**src/rtl/muldiv_seq.sv**
```systemverilog
// Iterative shift-add multiply / restoring unsigned divide; WIDTH+1 cycles start-to-DoneM, 2 for divide-by-zero.
// Holds the pipeline with StallMD from the accept cycle through RUN; starts while running are ignored, FlushE aborts.
module muldiv_seq #(
    parameter int WIDTH = 32
) (
    input  logic             clk,
    input  logic             reset,
    input  logic             StartE,
    input  logic [1:0]       OpE,
    input  logic [WIDTH-1:0] SrcAE,
    input  logic [WIDTH-1:0] SrcBE,
    input  logic             FlushE,
    output logic             StallMD,
    output logic             DoneM,
    output logic [WIDTH-1:0] ResultM,
    output logic             DivZeroM
);
    localparam int CW = $clog2(WIDTH + 1);

    typedef enum logic [1:0] {S_IDLE, S_RUN, S_DONE} state_t;

    state_t           state, state_nxt;
    logic [CW-1:0]    cnt;
    logic [WIDTH:0]   acc;
    logic [WIDTH-1:0] opa;
    logic [WIDTH-1:0] opb;
    logic             op_div;
    logic             op_mod;

    logic             accept;
    logic             div_zero;
    logic             last_step;

    logic [WIDTH:0]   step_acc;
    logic [WIDTH-1:0] step_a;
    logic [WIDTH-1:0] step_b;
    logic             step_div;
    logic [WIDTH+1:0] rem_sh;
    logic [WIDTH+1:0] diff;
    logic             ge;
    logic [WIDTH:0]   nxt_acc;
    logic [WIDTH-1:0] nxt_a;
    logic [WIDTH-1:0] nxt_b;
    logic [WIDTH-1:0] result_sel;

    assign accept    = StartE & ~FlushE & (state != S_RUN);
    assign div_zero  = ((OpE == 2'b01) || (OpE == 2'b10)) && (SrcBE == '0);
    assign last_step = (state == S_RUN) && (cnt == CW'(WIDTH - 1));
    assign StallMD   = (state == S_RUN) | accept;
    assign DoneM     = (state == S_DONE);

    // The first iteration runs on the accept edge straight from the input operands,
    // so only WIDTH-1 RUN cycles remain and DoneM lands WIDTH cycles after the start.
    always_comb begin
        step_acc = acc;
        step_a   = opa;
        step_b   = opb;
        step_div = op_div | op_mod;
        if (accept) begin
            step_acc = '0;
            step_a   = SrcAE;
            step_b   = SrcBE;
            step_div = (OpE == 2'b01) || (OpE == 2'b10);
        end

        rem_sh = {step_acc, step_a[WIDTH-1]};
        diff   = rem_sh - {2'b00, step_b};
        ge     = ~diff[WIDTH+1];

        if (step_div) begin
            nxt_acc = ge ? diff[WIDTH:0] : rem_sh[WIDTH:0];
            nxt_a   = {step_a[WIDTH-2:0], ge};
            nxt_b   = step_b;
        end else begin
            nxt_acc = step_b[0] ? step_acc + {1'b0, step_a} : step_acc;
            nxt_a   = step_a << 1;
            nxt_b   = step_b >> 1;
        end

        result_sel = op_div ? nxt_a : nxt_acc[WIDTH-1:0];
    end

    always_comb begin
        state_nxt = state;
        if (FlushE) begin
            state_nxt = S_IDLE;
        end else begin
            case (state)
                S_RUN:   state_nxt = last_step ? S_DONE : S_RUN;
                default: begin
                    if (accept) state_nxt = div_zero ? S_DONE : S_RUN;
                    else        state_nxt = S_IDLE;
                end
            endcase
        end
    end

    always_ff @(posedge clk or negedge reset) begin
        if (!reset) state <= S_IDLE;
        else        state <= state_nxt;
    end

    always_ff @(posedge clk or negedge reset) begin
        if (!reset) begin
            cnt      <= '0;
            acc      <= '0;
            opa      <= '0;
            opb      <= '0;
            op_div   <= 1'b0;
            op_mod   <= 1'b0;
            ResultM  <= '0;
            DivZeroM <= 1'b0;
        end else if (accept) begin
            op_div <= (OpE == 2'b01);
            op_mod <= (OpE == 2'b10);
            if (div_zero) begin
                ResultM  <= (OpE == 2'b01) ? '1 : SrcAE;
                DivZeroM <= 1'b1;
                acc      <= '0;
                opa      <= SrcAE;
                opb      <= SrcBE;
                cnt      <= '0;
            end else begin
                acc <= nxt_acc;
                opa <= nxt_a;
                opb <= nxt_b;
                cnt <= CW'(1);
            end
        end else if ((state == S_RUN) && !FlushE) begin
            acc <= nxt_acc;
            opa <= nxt_a;
            opb <= nxt_b;
            cnt <= cnt + CW'(1);
            if (last_step) begin
                ResultM  <= result_sel;
                DivZeroM <= 1'b0;
            end
        end
    end
endmodule
```
**config.mk**
```make
export PLATFORM = sky130hd
export DESIGN_NAME = muldiv_seq
export DESIGN_NICKNAME = d
export VERILOG_FILES = /design/src/rtl/muldiv_seq.sv
export SDC_FILE = /design/constraint.sdc
export NUM_CORES = 1
export LEC_CHECK = 0
export ABC_CLOCK_PERIOD_IN_PS = 14300
export CORE_ASPECT_RATIO = 0.9
export CORE_UTILIZATION = 39
export CTS_CLUSTER_SIZE = 14
export DETAILED_ROUTE_END_ITERATION = 7
export SLEW_MARGIN = 20
export SYNTH_ARGS = -nofsm -noshare
export SYNTH_HDL_FRONTEND = slang
export SYNTH_SLANG_ARGS = --single-unit
```
**constraint.sdc**
```tcl
create_clock -name clk -period 14.3 [get_ports clk]
set_input_delay 2.86 -clock clk [delete_from_list [all_inputs] [get_ports clk]]
set_output_delay 2.86 -clock clk [all_outputs]
set_load 0.02 [all_outputs]
```
## After elaboration in Yosys (flattened, before gate mapping)

Index checks and enable logic that the tools add are counted.

| cells by class | value |
|---|---|
| add/sub/neg operators | 3 |
| eq/ne operators | 7 |
| muxes and demuxes | 36 |
| bitwise gates (word level) | 6 |
| reductions and logical operators | 9 |

Operator list:

| cell | number |
|---|---|
| $mux W32 | 15 |
| $mux W33 | 7 |
| $sub A34 B32 Y34 | 1 |
| $add A33 B32 Y33 | 1 |
| $logic_not A32 Y1 | 1 |
| $mux W6 | 2 |
| $mux W2 | 5 |
| $mux W1 | 7 |
| $add A6 B1 Y6 const B | 1 |
| $eq A6 B5 Y1 const B | 1 |
| $eq A2 B1 Y1 const B | 2 |
| $eq A2 B2 Y1 const B | 2 |
| $ne A2 B1 Y1 const B | 2 |
| $reduce_bool A2 Y1 | 2 |
| $logic_and A1 B1 Y1 | 3 |
| $reduce_and A3 Y1 | 1 |
| $and A1 B1 Y1 | 2 |
| $not A1 Y1 | 2 |
| $or A1 B1 Y1 | 2 |
| $logic_not A1 Y1 | 1 |
| $logic_or A1 B1 Y1 | 1 |

| storage, ports and cells | value |
|---|---|
| register bits after elaboration | 140 |
| bits of input ports | 70 |
| output and inout port bits | 35 |
| logic and storage cells | 70 |

## Longest topological paths before layout

| logic depth | value |
|---|---|
| depth after elaboration | 11 |
| depth in mapped cells | 21 |
| gate-level depth less buffers | 18 |

## Worst setup path after synthesis

Ideal clock, no wire load.

| timing | value |
|---|---|
| kind | input port to flip-flop |
| from | input StartE |
| to | register ResultM[26] |
| setup time | 0.120 ns |
| data arrival time | 6.820 ns |
| data required time | 14.180 ns |
| slack | 7.360 ns |
| cell stages on the path | 20 |
| cell sequence | nor2b_1 -> buf_2 -> nand2_2 -> clkbuf_1 -> clkbuf_1 -> clkbuf_1 -> buf_1 -> nand2_1 -> nand2_1 -> ha_1 -> a21oi_1 -> o211ai_1 -> a221oi_1 -> o211ai_1 -> a21oi_1 -> a21oi_1 -> or3_1 -> a31o_2 -> a31o_1 -> a41o_1 |

| between the ends | value |
|---|---|
| word-level cells in the longest chain between the ends | 10 |
| elaborated cells on any way between the ends | 19 |
| classes of those cells | add/sub (2); eq/ne (1); mux (11); bitwise (2); reduce/logical (3) |

RTL lines:

| element | RTL line | text |
|---|---|---|
| start: declaration | 8 | `input logic StartE,` |
| $and A1 B1 Y1 * (2 in a row) | 46 | `assign accept = StartE & ~FlushE & (state != S_RUN);` |
| $mux W32 / $mux W33 (equally long branches) | 59 | `if (accept) begin` |
| $sub A34 B32 Y34 / $add A33 B32 Y33 (equally long branches) | 67, 75 |  |
| $mux W33 (on tied branches) | 71, 75 |  |
| $mux W33 | 70 | `if (step_div) begin` |
| $mux W32 | 80 | `result_sel = op_div ? nxt_a : nxt_acc[WIDTH-1:0];` |
| $mux W32 | 134 | `if (last_step) begin` |
| $mux W32 | 129 | `end else if ((state == S_RUN) && !FlushE) begin` |
| $mux W32 | 113 | `end else if (accept) begin` |
| end signal: assignment | 117 | `ResultM <= (OpE == 2'b01) ? '1 : SrcAE;` |
| end signal: assignment | 135 | `ResultM <= result_sel;` |
| end: declaration | 15 | `output logic [WIDTH-1:0] ResultM,` |

Mark *: on every way between the ends. The rest lies on a longest branch, timed or not. The select of a mux whose other input is x is not followed.
A chain may end at the register's enable or synchronous reset.

## Final worst setup path

| timing | value |
|---|---|
| from | input StartE |
| to | register ResultM[13] |

Same word-level chain as after synthesis.

==> flow_summary.ini <==
[sta]
finalSetupViolCount = 0
worst_pin_slew_ns = 1.19
fmax_mhz = 111
fin_crit_ns = 8.99
grt_setup_unrepaired = no
final_hold_viol_count = 0
fin_tns_setup_ns = 0
setup_slack_ns = 5.31
finClkSkew_ns = 0.0109
slew_headroom_pct = 20.7
drv_slew = 0
fin_crit_sh_pct = 62.9

[synth]
syn_inst = 1667
syn_nets = 1803
ys_ff_latch = 140
async_flop_share_pct = 100
synth_edf_count = 0
synth_cell_types = 83
avgSynthCellArea_um2 = 7.48
yosys_warnings = 0
synthFlopType = dfrtp_1
synth_area_um2 = 12500
seq_area_frac_synth_pct = 28.1

[job]
max_cap_viol_count = 0

[layout]
drive_above_1_share_pct = 5.52
nNetsFinal = 1846
fin_util_pct = 46.3
area_growth_pct = 15.7
fin_cells = 2130
antenna_cells = 0

[setup_path]
crit_path_top_delay_cell = o311ai_0
startpoint = StartE
crit_path_end = ResultM[13]$_DFFE_PN0P_
crit_path_start_kind = input pin
cp_slowest_stage_delay_ns = 0.77
worstSetupPathType = input pin to flop
r2r-end = ResultM[13]$_DFFE_PN0P_
reg2reg_from = state[1]$_DFF_PN0_
cp_cell_sequence = clkdlybuf4s50_1 > nor2b_1 > nand2_4 > buf_4 > mux2i_1 > ha_1 > a21oi_1 > o31ai_1 > o211a_1 > nor3_1 > o21ai_1 > o21ai_2 > nand2_2 > and2_1 > o311ai_0 > a31oi_1
critPathRequiredTime_ns = 14.59
worst_ep_arrival_time_ns = 9.28
rr_worst_depth = 16
reg2reg_setup_slack_ns = 7.93
cp-end-kind = flop
cp_max_fo = 72

[clocking]
clk_latency_ns = 0.44
ctsHoldBuffers = 0
postCtsSetupBuffers = 0
cts_tree = built
cts_sinks = 140
cts-root-buf = clkbuf_16
cts_made_buffers = 17
h-tree-depth = 4
clkTransAtPathRegs_ns = 0.07
clockBufferDepth = 2
cts_resized = 0

[global_routing]
grt_pass1_vias = 12200
grt_max_degree = 89
grt_overflow = 0
antenna_found_initial = 0
grt.total_usage_pct = 28.4
grt_pass1_wl_mm = 70.5

[power]
finalPower_mw = 2.89
p_leak_nw = 6.54
powerDensity_nw_per_um2 = 200
peakVddDrop_mv = 0.100

[drt]
drtAntennaViolNets = 0
wl_per_cell_um = 21.3
dr.pass1.iters = 5
routed_wirelength_mm = 45.4
drt_iter0_drc = 1073
num_vias = 12800
via_per_inst = 6.00
post-route-drc-count = 0

[placement]
placed_cells_incl_taps = 2100
pre_cts_ws_ns = 5.08
hpwl_mm = 32.6
gp_congestion = 0.968
io_buffer_count = 104

[status]
status = complete, no violations

[floorplan]
core-area_um2 = 31100
die-area_um2 = 32700
die_x_um = 191
die_h_um = 172
io_pins = 105
fp-row-count = 61
start_util_pct = 40.1

[hold_path]
holdCritPathClass = flop to flop
[area by class of cell]
class	instances	area [µm²]
well taps	409	512
clock buffers	18	439
inverters	33	124
fillers	3135	16700
flip-flops and latches	140	3500
clock inverters	12	149
multi-input cells	1393	8500
repair buffers	125	1200
[kinds of logic after synthesis]
kind of cell / Yosys count / share of synthesized area, %
AND/OR/NAND/NOR: 705 / 25.1
AO/OA/AOI/OAI: 497 / 26.3
flip-flops: 140 / 28.1
buffers and inverters: 134 / 4.23
multiplexers: 67 / 5.53
adder cells (fa/ha/maj): 67 / 6.71
XOR/XNOR: 57 / 4.00
[per-layer routing]
| metal | up-vias | global-route usage [%] | routed length [µm] |
|---|---|---|---|
| met5 | - | 0 | 0 |
| met4 | 0 | 12.9 | 1960 |
| met3 | 104 | 3.51 | 2430 |
| met2 | 469 | 46.7 | 21400 |
| met1 | 6105 | 37.0 | 19600 |
| li1 | 6099 | - | - |
[through the flow]
step,cell area (µm²),hold slack [ns]
4_1_cts,14400,0.470
2_1_floorplan,12500,0.438
3_3_place_gp,13800,0.449
3_5_place_dp,13800,0.456
5_1_grt,14400,0.483
6_report,14400,0.468
[flip-flops by register name, indices dropped and copies added, names as in the netlist]
register	count
cnt	6
DivZeroM	1
ResultM	32
opb	32
op_div	1
opa	32
op_mod	1
state	2
acc	33
[cells in the final DEF (no fill, tap or decap), drive strengths merged, types with 33 or more instances in the layout]
cell             n
a21oi          121
clkdlybuf4s50  103
dfrtp          140
ha              66
inv             33
mux2i           61
nand2          391
nand3           62
nor2            97
o21ai          120
[where the power goes]
group	internal (mW)	total [mW]	switching (mW)
Combinational	0.690	1.84	1.15
Sequential	0.495	0.579	0.0844
Clock	0.276	0.467	0.191
[critical path: cells and delay by family]
family | cells | cell delay [ns]
compound gates | 7 | 2.05
simple gates | 5 | 2.28
buf+inv | 2 | 1.18
fa+ha+maj | 1 | 0.37
mux | 1 | 0.44
[worst min path at each step]
stage	startpoint	endpoint	slack, ns	cells after the start
after floorplan	opb[10]$_DFFE_PN0P_	opb[10]$_DFFE_PN0P_	0.44	2
after global placement	opb[3]$_DFFE_PN0P_	opb[3]$_DFFE_PN0P_	0.45	2
after detailed placement	opb[25]$_DFFE_PN0P_	opb[25]$_DFFE_PN0P_	0.46	2
after CTS	opb[9]$_DFFE_PN0P_	opb[9]$_DFFE_PN0P_	0.47	2
after global routing	opb[4]$_DFFE_PN0P_	opb[4]$_DFFE_PN0P_	0.48	2
final	opb[25]$_DFFE_PN0P_	opb[25]$_DFFE_PN0P_	0.47	2
[cells in the mapped netlist (all sizes together), types with 4 or more instances]
master / count / share of area (%)
a221o: 5 / 0.40
or2: 5 / 0.25
ha: 66 / 6.6
buf: 26 / 0.98
o21ai: 120 / 4.8
xor2: 28 / 2.0
a221oi: 20 / 1.4
a21o: 32 / 1.9
and2: 30 / 1.5
dfrtp: 140 / 28
or3: 27 / 1.4
nand3: 62 / 2.5
nand4: 16 / 0.80
a31o: 6 / 0.42
o31ai: 17 / 1.0
a22o: 4 / 0.28
nor2: 97 / 3.0
a211o: 5 / 0.35
o221ai: 7 / 0.49
nand2b: 11 / 0.55
o22ai: 7 / 0.46
nand2: 391 / 12
mux2i: 61 / 4.9
nor4: 10 / 0.50
nor3: 26 / 1.1
mux2: 6 / 0.63
a21oi: 121 / 5.0
nor2b: 10 / 0.52
o211ai: 24 / 1.4
o21bai: 11 / 0.66
a31oi: 30 / 1.5
a211oi: 18 / 1.1
and3: 11 / 0.55
o311ai: 6 / 0.42
o21a: 15 / 0.90
a32o: 10 / 0.80
a21boi: 7 / 0.42
clkbuf: 75 / 2.3
a22oi: 4 / 0.24
xnor2: 29 / 2.0
inv: 33 / 0.99
Note: power is estimated with default switching activity, not from simulation.
